[src/rtl/tl_inflight_monitor.sv]
// Passive TileLink-UL/UH A/D monitor: tracks outstanding sources, counts burst beats, flags protocol violations.
// Latency: violations appear in err_sticky/err_pulse one clock after detection; inflight_cnt is registered.
// Backpressure: none exerted; purely observes valid/ready on both channels and never drives the bus.
//
// Ports:
//   clock, reset              - sole clock, synchronous active-high reset
//   a_valid/a_ready/a_*       - observed A channel handshake and header fields
//   d_valid/d_ready/d_*       - observed D channel handshake and header fields
//   clear_err                 - clears err_sticky (a same-cycle detection still sets its bit)
//   err_sticky[7:0]           - latched violation flags:
//                               [0] A stall  [1] A burst header  [2] A source reuse
//                               [3] D stall  [4] D unexpected    [5] D size  [6] D opcode  [7] watchdog
//   err_pulse                 - one-cycle pulse after any new detection
//   inflight_cnt              - number of sources currently outstanding
//
// Optional: define TL_INFLIGHT_MON_WATCHDOG_EN to build the response-latency watchdog (err_sticky[7]);
// without it err_sticky[7] is constant 0.

module tl_inflight_monitor #(
  parameter int SOURCE_BITS    = 7,
  parameter int SIZE_BITS      = 3,
  parameter int ADDR_BITS      = 32,
  parameter int BEAT_LOG2      = 3,
  parameter int TIMEOUT_CYCLES = 1024
) (
  input  logic                   clock,
  input  logic                   reset,
  input  logic                   a_valid,
  input  logic                   a_ready,
  input  logic [2:0]             a_opcode,
  input  logic [2:0]             a_param,
  input  logic [SIZE_BITS-1:0]   a_size,
  input  logic [SOURCE_BITS-1:0] a_source,
  input  logic [ADDR_BITS-1:0]   a_address,
  input  logic                   d_valid,
  input  logic                   d_ready,
  input  logic [2:0]             d_opcode,
  input  logic [SIZE_BITS-1:0]   d_size,
  input  logic [SOURCE_BITS-1:0] d_source,
  input  logic                   clear_err,
  output logic [7:0]             err_sticky,
  output logic                   err_pulse,
  output logic [SOURCE_BITS:0]   inflight_cnt
);

  localparam int NSRC   = 2 ** SOURCE_BITS;
  // Wide enough to hold the largest burst length 2^(2^SIZE_BITS-1).
  localparam int BCNT_W = 2 ** SIZE_BITS;
  localparam logic [SIZE_BITS-1:0] BEAT_SZ = SIZE_BITS'(BEAT_LOG2);

  typedef logic [BCNT_W-1:0] bcnt_t;

  typedef struct packed {
    logic [2:0]             opcode;
    logic [2:0]             param;
    logic [SIZE_BITS-1:0]   size;
    logic [SOURCE_BITS-1:0] source;
    logic [ADDR_BITS-1:0]   address;
  } a_hdr_t;

  typedef struct packed {
    logic [2:0]             opcode;
    logic [SIZE_BITS-1:0]   size;
    logic [SOURCE_BITS-1:0] source;
  } d_hdr_t;

  function automatic bcnt_t burst_beats(input logic has_data, input logic [SIZE_BITS-1:0] size);
    bcnt_t b;
    b = bcnt_t'(1);
    if (has_data && (size > BEAT_SZ)) begin
      b = bcnt_t'(1) << (size - BEAT_SZ);
    end
    return b;
  endfunction

  // D opcode a well-behaved slave must answer with, given the tracked A opcode.
  function automatic logic [2:0] exp_d_opcode(input logic [2:0] a_op);
    logic [2:0] r;
    case (a_op)
      3'd0, 3'd1:       r = 3'd0;  // Put -> AccessAck
      3'd2, 3'd3, 3'd4: r = 3'd1;  // Arith/Logic/Get -> AccessAckData
      3'd5:             r = 3'd2;  // Hint -> HintAck
      default:          r = 3'd0;  // untracked opcodes never reach the table
    endcase
    return r;
  endfunction

  // ---------------------------------------------------------------------------
  // State
  // ---------------------------------------------------------------------------
  bcnt_t                  a_cnt_q, a_cnt_d;
  bcnt_t                  d_cnt_q, d_cnt_d;
  a_hdr_t                 a_hdr_q, a_hdr_d;
  logic [2:0]             d_hop_q, d_hop_d;
  logic [SIZE_BITS-1:0]   d_hsz_q, d_hsz_d;
  logic                   a_stall_q;
  a_hdr_t                 a_pay_q;
  logic                   d_stall_q;
  d_hdr_t                 d_pay_q;
  logic [NSRC-1:0]        inflight_q, inflight_d;
  logic [SOURCE_BITS:0]   cnt_q, cnt_d;
  logic [7:0]             sticky_q, sticky_d;
  logic                   pulse_q;
  logic [SIZE_BITS-1:0]   req_size_q   [NSRC];
  logic [2:0]             req_opcode_q [NSRC];

  // ---------------------------------------------------------------------------
  // Channel decode
  // ---------------------------------------------------------------------------
  logic   a_fire, d_fire, a_first, d_first, a_legal, a_set, d_last, d_clr;
  a_hdr_t a_cur;
  d_hdr_t d_cur;
  bcnt_t  a_beats_now, a_beats_hdr, d_beats_now, d_beats_hdr;

  assign a_fire  = a_valid & a_ready;
  assign d_fire  = d_valid & d_ready;
  assign a_cur   = {a_opcode, a_param, a_size, a_source, a_address};
  assign d_cur   = {d_opcode, d_size, d_source};
  assign a_first = (a_cnt_q == '0);
  assign d_first = (d_cnt_q == '0);
  // Opcodes 6/7 are not TileLink-UL/UH A messages; they are passed over silently.
  assign a_legal = ~(a_opcode[2] & a_opcode[1]);
  assign a_set   = a_fire & a_first & a_legal;

  // A opcodes 0..3 carry data; D opcode 1 (AccessAckData) carries data.
  assign a_beats_now = burst_beats(~a_opcode[2], a_size);
  assign a_beats_hdr = burst_beats(~a_hdr_q.opcode[2], a_hdr_q.size);
  assign d_beats_now = burst_beats(d_opcode == 3'd1, d_size);
  assign d_beats_hdr = burst_beats(d_hop_q == 3'd1, d_hsz_q);

  assign d_last = d_first ? (d_beats_now == bcnt_t'(1)) : (d_cnt_q == d_beats_hdr - bcnt_t'(1));
  assign d_clr  = d_fire & d_last;

  // Beat counters and burst header capture.
  always_comb begin
    a_cnt_d = a_cnt_q;
    a_hdr_d = a_hdr_q;
    if (a_fire) begin
      if (a_first) begin
        a_hdr_d = a_cur;
        a_cnt_d = (a_beats_now == bcnt_t'(1)) ? '0 : bcnt_t'(1);
      end else if (a_cnt_q == a_beats_hdr - bcnt_t'(1)) begin
        a_cnt_d = '0;
      end else begin
        a_cnt_d = a_cnt_q + bcnt_t'(1);
      end
    end
  end

  always_comb begin
    d_cnt_d = d_cnt_q;
    d_hop_d = d_hop_q;
    d_hsz_d = d_hsz_q;
    if (d_fire) begin
      if (d_first) begin
        d_hop_d = d_opcode;
        d_hsz_d = d_size;
        d_cnt_d = (d_beats_now == bcnt_t'(1)) ? '0 : bcnt_t'(1);
      end else if (d_last) begin
        d_cnt_d = '0;
      end else begin
        d_cnt_d = d_cnt_q + bcnt_t'(1);
      end
    end
  end

  // ---------------------------------------------------------------------------
  // Per-source tracking
  // ---------------------------------------------------------------------------
  logic [NSRC-1:0] set_vec, clr_vec;
  logic            cnt_inc, cnt_dec;

  always_comb begin
    set_vec    = a_set ? (NSRC'(1) << a_source) : '0;
    clr_vec    = d_clr ? (NSRC'(1) << d_source) : '0;
    // A set on the same source as a D retire wins.
    inflight_d = (inflight_q & ~clr_vec) | set_vec;
    // Count real 0->1 and 1->0 transitions so inflight_cnt always equals the popcount.
    cnt_inc    = a_set & ~inflight_q[a_source];
    cnt_dec    = d_clr & inflight_q[d_source] & ~(a_set & (a_source == d_source));
    cnt_d      = cnt_q;
    case ({cnt_inc, cnt_dec})
      2'b10:   cnt_d = cnt_q + 1'b1;
      2'b01:   cnt_d = cnt_q - 1'b1;
      default: cnt_d = cnt_q;
    endcase
  end

  // ---------------------------------------------------------------------------
  // Watchdog
  // ---------------------------------------------------------------------------
  logic wd_hit;

`ifdef TL_INFLIGHT_MON_WATCHDOG_EN
  localparam int WD_W = $clog2(TIMEOUT_CYCLES + 1);
  localparam logic [WD_W-1:0] WD_MAX = WD_W'(TIMEOUT_CYCLES);

  logic [WD_W-1:0] wd_q, wd_d;

  // Saturating at WD_MAX makes the flag fire once per stalled episode.
  always_comb begin
    wd_d   = wd_q;
    wd_hit = 1'b0;
    if (d_fire || (cnt_q == '0)) begin
      wd_d = '0;
    end else if (wd_q != WD_MAX) begin
      wd_d   = wd_q + WD_W'(1);
      wd_hit = (wd_q == WD_MAX - WD_W'(1));
    end
  end

  always_ff @(posedge clock) begin
    if (reset) begin
      wd_q <= '0;
    end else begin
      wd_q <= wd_d;
    end
  end
`else
  assign wd_hit = 1'b0;
`endif

  // ---------------------------------------------------------------------------
  // Violation detection
  // ---------------------------------------------------------------------------
  logic [7:0] det;
  logic       d_chk, d_known;

  always_comb begin
    det     = '0;
    d_chk   = d_fire & d_first;
    d_known = inflight_q[d_source];
    det[0]  = a_stall_q & (~a_valid | (a_cur != a_pay_q));
    // Address is part of the burst header; every beat must repeat it.
    det[1]  = a_fire & ~a_first & (a_cur != a_hdr_q);
    det[2]  = a_set & inflight_q[a_source];
    det[3]  = d_stall_q & (~d_valid | (d_cur != d_pay_q));
    det[4]  = d_chk & ~d_known;
    det[5]  = d_chk & d_known & (d_size != req_size_q[d_source]);
    det[6]  = d_chk & d_known & (d_opcode != exp_d_opcode(req_opcode_q[d_source]));
    det[7]  = wd_hit;
    sticky_d = (sticky_q & ~{8{clear_err}}) | det;
  end

  // ---------------------------------------------------------------------------
  // Registers
  // ---------------------------------------------------------------------------
  always_ff @(posedge clock) begin
    if (reset) begin
      a_cnt_q    <= '0;
      d_cnt_q    <= '0;
      a_hdr_q    <= '0;
      d_hop_q    <= '0;
      d_hsz_q    <= '0;
      a_stall_q  <= 1'b0;
      a_pay_q    <= '0;
      d_stall_q  <= 1'b0;
      d_pay_q    <= '0;
      inflight_q <= '0;
      cnt_q      <= '0;
      sticky_q   <= '0;
      pulse_q    <= 1'b0;
    end else begin
      a_cnt_q    <= a_cnt_d;
      d_cnt_q    <= d_cnt_d;
      a_hdr_q    <= a_hdr_d;
      d_hop_q    <= d_hop_d;
      d_hsz_q    <= d_hsz_d;
      a_stall_q  <= a_valid & ~a_ready;
      a_pay_q    <= a_cur;
      d_stall_q  <= d_valid & ~d_ready;
      d_pay_q    <= d_cur;
      inflight_q <= inflight_d;
      cnt_q      <= cnt_d;
      sticky_q   <= sticky_d;
      pulse_q    <= |det;
    end
  end

  // Request attributes only matter while the source is inflight, so no reset is needed.
  always_ff @(posedge clock) begin
    if (a_set) begin
      req_size_q[a_source]   <= a_size;
      req_opcode_q[a_source] <= a_opcode;
    end
  end

  assign err_sticky   = sticky_q;
  assign err_pulse    = pulse_q;
  assign inflight_cnt = cnt_q;

endmodule

[config.mk]
export PLATFORM = sky130hd
export DESIGN_NAME = tl_inflight_monitor
export DESIGN_NICKNAME = d
export VERILOG_FILES = /design/src/rtl/tl_inflight_monitor.sv
export SDC_FILE = /design/constraint.sdc
export NUM_CORES = 2
export LEC_CHECK = 0
export ABC_CLOCK_PERIOD_IN_PS = 7000
export CAP_MARGIN = 15
export CORE_MARGIN = 2
export CORE_UTILIZATION = 53
export CTS_CLUSTER_DIAMETER = 60
export CTS_CLUSTER_SIZE = 40
export DETAILED_ROUTE_END_ITERATION = 12
export PLACE_DENSITY_LB_ADDON = 0.08
export SETUP_SLACK_MARGIN = 0.1
export SLEW_MARGIN = 0
export SYNTH_ARGS = -nofsm -noshare
export SYNTH_HDL_FRONTEND = slang
export SYNTH_SLANG_ARGS = --single-unit
[constraint.sdc]
create_clock -name clock -period 7 [get_ports clock]
set_input_delay 2.1 -clock clock [delete_from_list [all_inputs] [get_ports clock]]
set_output_delay 2.1 -clock clock [all_outputs]
set_load 0.01 [all_outputs]
==> summary.log <==
INFO  critical_path  worst-path-max-fanout=15
INFO  critical_path  crit_type=in2reg
INFO  critical_path  timing.critical_path.cells=buf_2, buf_4, mux4_1, mux4_2, mux2i_1, o311ai_1, nor3b_4, nand2_1, ha_1, xor2_1, ha_1, a21oi_1, o31ai_1, a221oi_1, nor3b_1, o21ai_0, a21oi_1, xnor2_1, nor2_1
INFO  clocking       cts_made_buffers=73
INFO  detailed_routing detailed_route_wire_length=127,000um
INFO  synthesis      yosysSeqAreaShare=63.9%
INFO  synthesis      yosys.area_share.adder=0.391%
INFO  clocking       postCtsHoldBufs=0
INFO  layout         final_layout_size_suffix_gt1_share=15.3%
INFO  critical_path  worst-r2r-cell-count=26
INFO  clocking       cts.root.buffer_cell=sky130_fd_sc_hd__clkbuf_16
INFO  synthesis      combinational_family_with_the_most_area_after_synthesis=multiplexers
INFO  detailed_routing detail-route-antenna-nets=0
INFO  critical_path  crit_path_end_kind=register
INFO  clocking       clkSlewWorstSetupHoldPaths=80ps
INFO  timing         min_period_over_period=89.4%
INFO  clocking       cts_tree=done
INFO  min_path       origin_of_the_worst_min_delay_path=a_hdr_q[38]$_SDFFE_PP0P_
INFO  global_route   antenna_found_initial=3
INFO  synthesis      synth-edff-count=768
INFO  timing         clock.fmax=160MHz
INFO  critical_path  reg2reg_slack=840ps
INFO  critical_path  slowest_stage=sky130_fd_sc_hd__mux4_1
INFO  timing         finalSetupViolations=0
INFO  global_route   first_pass_grt_wire_length=185,000um
INFO  synthesis      post_synth_instance_area=44,800um2
INFO  synthesis      mux_share_of_post_synthesis_cell_area=14.2%
INFO  floorplanning  fp.coreArea=83,700um2
INFO  critical_path  stage_delay_of_the_slowest_cell_on_the_critical_path=580ps
INFO  timing         slew_headroom=14.9%
INFO  detailed_routing drc=0
INFO  floorplanning  io-pin-count=85
INFO  floorplanning  die_y=295um
INFO  synthesis      synthXorXnorAreaFrac=2.58%
INFO  synthesis      synth_top_cell_by_area=sky130_fd_sc_hd__edfxtp_1
INFO  timing         actual_transition_at_the_worst_max_transition_pin=1260ps
INFO  critical_path  worst-path-buf-inv=2
INFO  timing         finalWorstSetupSlack=742ps
INFO  placement      routabilityCongestion=0.966
INFO  layout         sequential_cell_area=28,600um2
INFO  detailed_routing initial_drc_count=3,187
INFO  clocking       postCtsSetupRepairBufs=0
INFO  placement      port_buffers=84
INFO  placement      numPlacedInstances=4,237
INFO  global_route   grtUsageTotal=29.3%
INFO  synthesis      number_of_distinct_library_cells_after_synthesis=80
INFO  critical_path  critPathArrivalTime=6770ps
INFO  critical_path  critical_path.reg2reg.endpoint=inflight_cnt[6]$_SDFFE_PP0P_
INFO  critical_path  critical_path.startpoint_type=primary input
INFO  timing         finClkSkew=30.2ps
INFO  synthesis      dominantRegCellSynth=sky130_fd_sc_hd__edfxtp_1
INFO  clocking       post_cts_resized=0
INFO  global_route   globalRoute.totalOverflow=0
INFO  synthesis      synth_commonest_cells=sky130_fd_sc_hd__edfxtp_1 (768), sky130_fd_sc_hd__nand2_1 (294), sky130_fd_sc_hd__dfxtp_1 (278)
INFO  layout         fillers=6,446
INFO  power          power.total=12,300uW
INFO  floorplanning  floorplan.rows=106
INFO  synthesis      synth.yosys.warnings=0
INFO  detailed_routing drt-wirelength-per-cell=29.0um
INFO  power          ir_drop=0.183mV
INFO  synthesis      async_reset_ff_share=0%
INFO  min_path       path_category_of_the_worst_min_delay_check=reg2reg
INFO  synthesis      synth_compound_area_share=8.40%
INFO  outcome        status=finished, final reports clean
INFO  detailed_routing vias=27,900
INFO  synthesis      yosysMostFrequentCell=sky130_fd_sc_hd__edfxtp_1
INFO  layout         final-instance-count-excl-fill=4,374
INFO  flow_run       max-cap-violations=0
INFO  timing         hold_viol=0
INFO  critical_path  worst_ep_required_time=7510ps
INFO  global_route   first_global_vias=27,100
INFO  synthesis      synth_top_cell_area_share=51.5%
INFO  power          power_leakage=0.0173uW
INFO  synthesis      synth-simple-area-share=6.75%
INFO  timing         hold_slack=468ps
INFO  floorplanning  die-area=86,800um2
INFO  critical_path  r2r_startpoint=d_hsz_q[1]$_SDFFE_PP0P_
INFO  global_route   grt_start_max_net_pins=132
INFO  min_path       holdPathStages=2
INFO  detailed_routing first_pass_iters=5
INFO  placement      hpwl=86,500um
INFO  synthesis      syn_nets=3,210
INFO  layout         flow.area_growth_from_synthesis=10.5%
INFO  floorplanning  die-width=295um
INFO  timing         rsz0062_at_grt=false
INFO  timing         period_minus_slack=6260ps
INFO  clocking       clock_tree.buffer_depth=3
INFO  timing         sum_neg_setup_slack=0ps
INFO  layout         multi_input_comb_area=14,500um2
INFO  placement      preCtsSetupSlack=186ps
INFO  clocking       worst_skew_pair.late_latency=670ps
INFO  power          cellPowerDensity=249nW/um2
INFO  synthesis      synth_top_cells_by_area=sky130_fd_sc_hd__edfxtp_1 (52%), sky130_fd_sc_hd__dfxtp_1 (12%), sky130_fd_sc_hd__mux4_2 (10%), sky130_fd_sc_hd__mux2i_1 (2.9%), sky130_fd_sc_hd__a21oi_1 (2.6%)
INFO  clocking       cts.sinks=1,046
INFO  floorplanning  start_util=53.5%
INFO  clocking       cts.htree.levels=3
INFO  synthesis      synth.ff_latch_count=1,046
INFO  synthesis      post_synth_inst_count=3,128
INFO  critical_path  critical-path-top-delay-family=compound AO/OA/AOI/OAI gates
INFO  min_path       hold_path_end=a_hdr_q[38]$_SDFFE_PP0P_
INFO  detailed_routing post_drt_via_cell_ratio=6.38
INFO  timing         final_max_slew_viol_count=0
INFO  layout         num-nets-final=3,261
INFO  synthesis      post_synth.cell_area_avg=14.3um2
[routing by layer]
metal  vias to the layer above  track usage [%]  wire [um]
met5                         -                0         11
met1                     14300             42.0      53300
met3                       258             5.07      10400
met2                      1272             45.2      58600
met4                         2             10.9       4560
li1                      12000                -          -
[cells in the final DEF (no fill, tap or decap), drive strengths merged, types with 6 or more instances in the layout]
cell,synthesis,final
o21ai,39,39
nand3,37,37
o221ai,15,15
or3,13,13
and2,13,13
ha,14,14
xor2,92,92
mux4,215,215
o31ai,135,135
clkbuf,118,81
mux2,18,18
nand2,294,294
nand2b,12,12
nor3,22,22
dfxtp,278,278
edfxtp,768,768
o211ai,11,11
o311ai,6,6
a211oi,6,6
and3,14,14
mux2i,129,129
a221oi,15,15
a31oi,9,9
nor3b,12,12
xnor2,40,40
clkinv,1,28
a21oi,232,232
nor4,25,25
nor2,80,80
nor2b,64,64
or2,7,7
o22ai,10,10
inv,161,185
nand3b,6,6
clkdlybuf4s50,0,70
buf,89,112
nand4,15,15
a22oi,59,59
[state kept, by name, indices dropped and copies added, names as in the netlist]
name,count
a_cnt_q,8
a_hdr_q,48
a_pay_q,48
a_stall_q,1
d_cnt_q,8
d_hop_q,3
d_hsz_q,3
d_pay_q,13
d_stall_q,1
err_pulse,1
err_sticky,8
inflight_cnt,8
inflight_q,128
req_opcode_q,384
req_size_q,384
[cells by family (layout without fill, tap and decap cells)]
group | Yosys count | count (layout)
muxes | 362 | 362
xor gates and xnor gates | 132 | 132
buffers and inverters | 369 | 480
adders and majority gates | 14 | 14
other | 0 | 1
and+or+nand+nor | 625 | 625
AOI/OAI and AO/OA | 580 | 580
DFF | 1046 | 1046
[power by group]
group,internal [uW],switching [uW],leakage [uW],total (uW)
sequential,6680,28.6,0.00916,6700
combinational,310,607,0.00688,917
clock,2250,2450,0.00129,4700
total,9240,3080,0.0173,12300
[worst reg2reg max path, cell delays in order (launching register included)]
cell                       delay [ps]
sky130_fd_sc_hd__dfxtp_1          400
sky130_fd_sc_hd__nand2_1          130
sky130_fd_sc_hd__inv_1             70
sky130_fd_sc_hd__ha_1             190
sky130_fd_sc_hd__nor4b_2          660
sky130_fd_sc_hd__o211a_1          320
sky130_fd_sc_hd__ha_1             260
sky130_fd_sc_hd__inv_1            110
sky130_fd_sc_hd__a31oi_1          190
sky130_fd_sc_hd__o211ai_2         120
sky130_fd_sc_hd__xnor2_1          150
sky130_fd_sc_hd__nor4_1           420
sky130_fd_sc_hd__mux2_2           400
sky130_fd_sc_hd__nand2_1          150
sky130_fd_sc_hd__a311oi_1         290
sky130_fd_sc_hd__buf_4            190
sky130_fd_sc_hd__ha_1             180
sky130_fd_sc_hd__xor2_1            80
sky130_fd_sc_hd__ha_1             190
sky130_fd_sc_hd__a21oi_1          260
sky130_fd_sc_hd__o31ai_1          110
sky130_fd_sc_hd__a221oi_1         460
sky130_fd_sc_hd__nor3b_1          100
sky130_fd_sc_hd__o21ai_0          260
sky130_fd_sc_hd__a21oi_1          130
sky130_fd_sc_hd__xnor2_1          160
sky130_fd_sc_hd__nor2_1            50
[through the flow]
step | utilization [%] | cell area (um2)
final | 59.1 | 49500
after global routing | 59.1 | 49500
after CTS | 59.1 | 49500
after detailed placement | 55.9 | 46800
after global placement | 55.9 | 46800
after floorplan | - | 44800
[final cells by class]
class                   count  share of cell area, %
repair buffers            183                   3.30
diodes                      1                0.00506
flip-flops and latches   1046                   57.9
inverters                 162                   1.23
clock buffers              80                   3.90
clock inverters            55                   1.49
well taps                1134                   2.87
multi-input cells        1713                   29.3
[how the worst max path moves through the flow]
stage,depth (start not counted),endpoint,startpoint
finish,19,inflight_cnt[6]$_SDFFE_PP0P_,a_source[0]
detailed placement,19,inflight_cnt[6]$_SDFFE_PP0P_,a_source[0]
CTS,19,inflight_cnt[6]$_SDFFE_PP0P_,a_source[0]
floorplan,20,inflight_cnt[6]$_SDFFE_PP0P_,d_source[4]
global placement,19,inflight_cnt[6]$_SDFFE_PP0P_,a_source[0]
global route,25,inflight_cnt[7]$_SDFFE_PP0P_,d_hsz_q[1]$_SDFFE_PP0P_
Note: power is estimated with default switching activity, not from simulation.
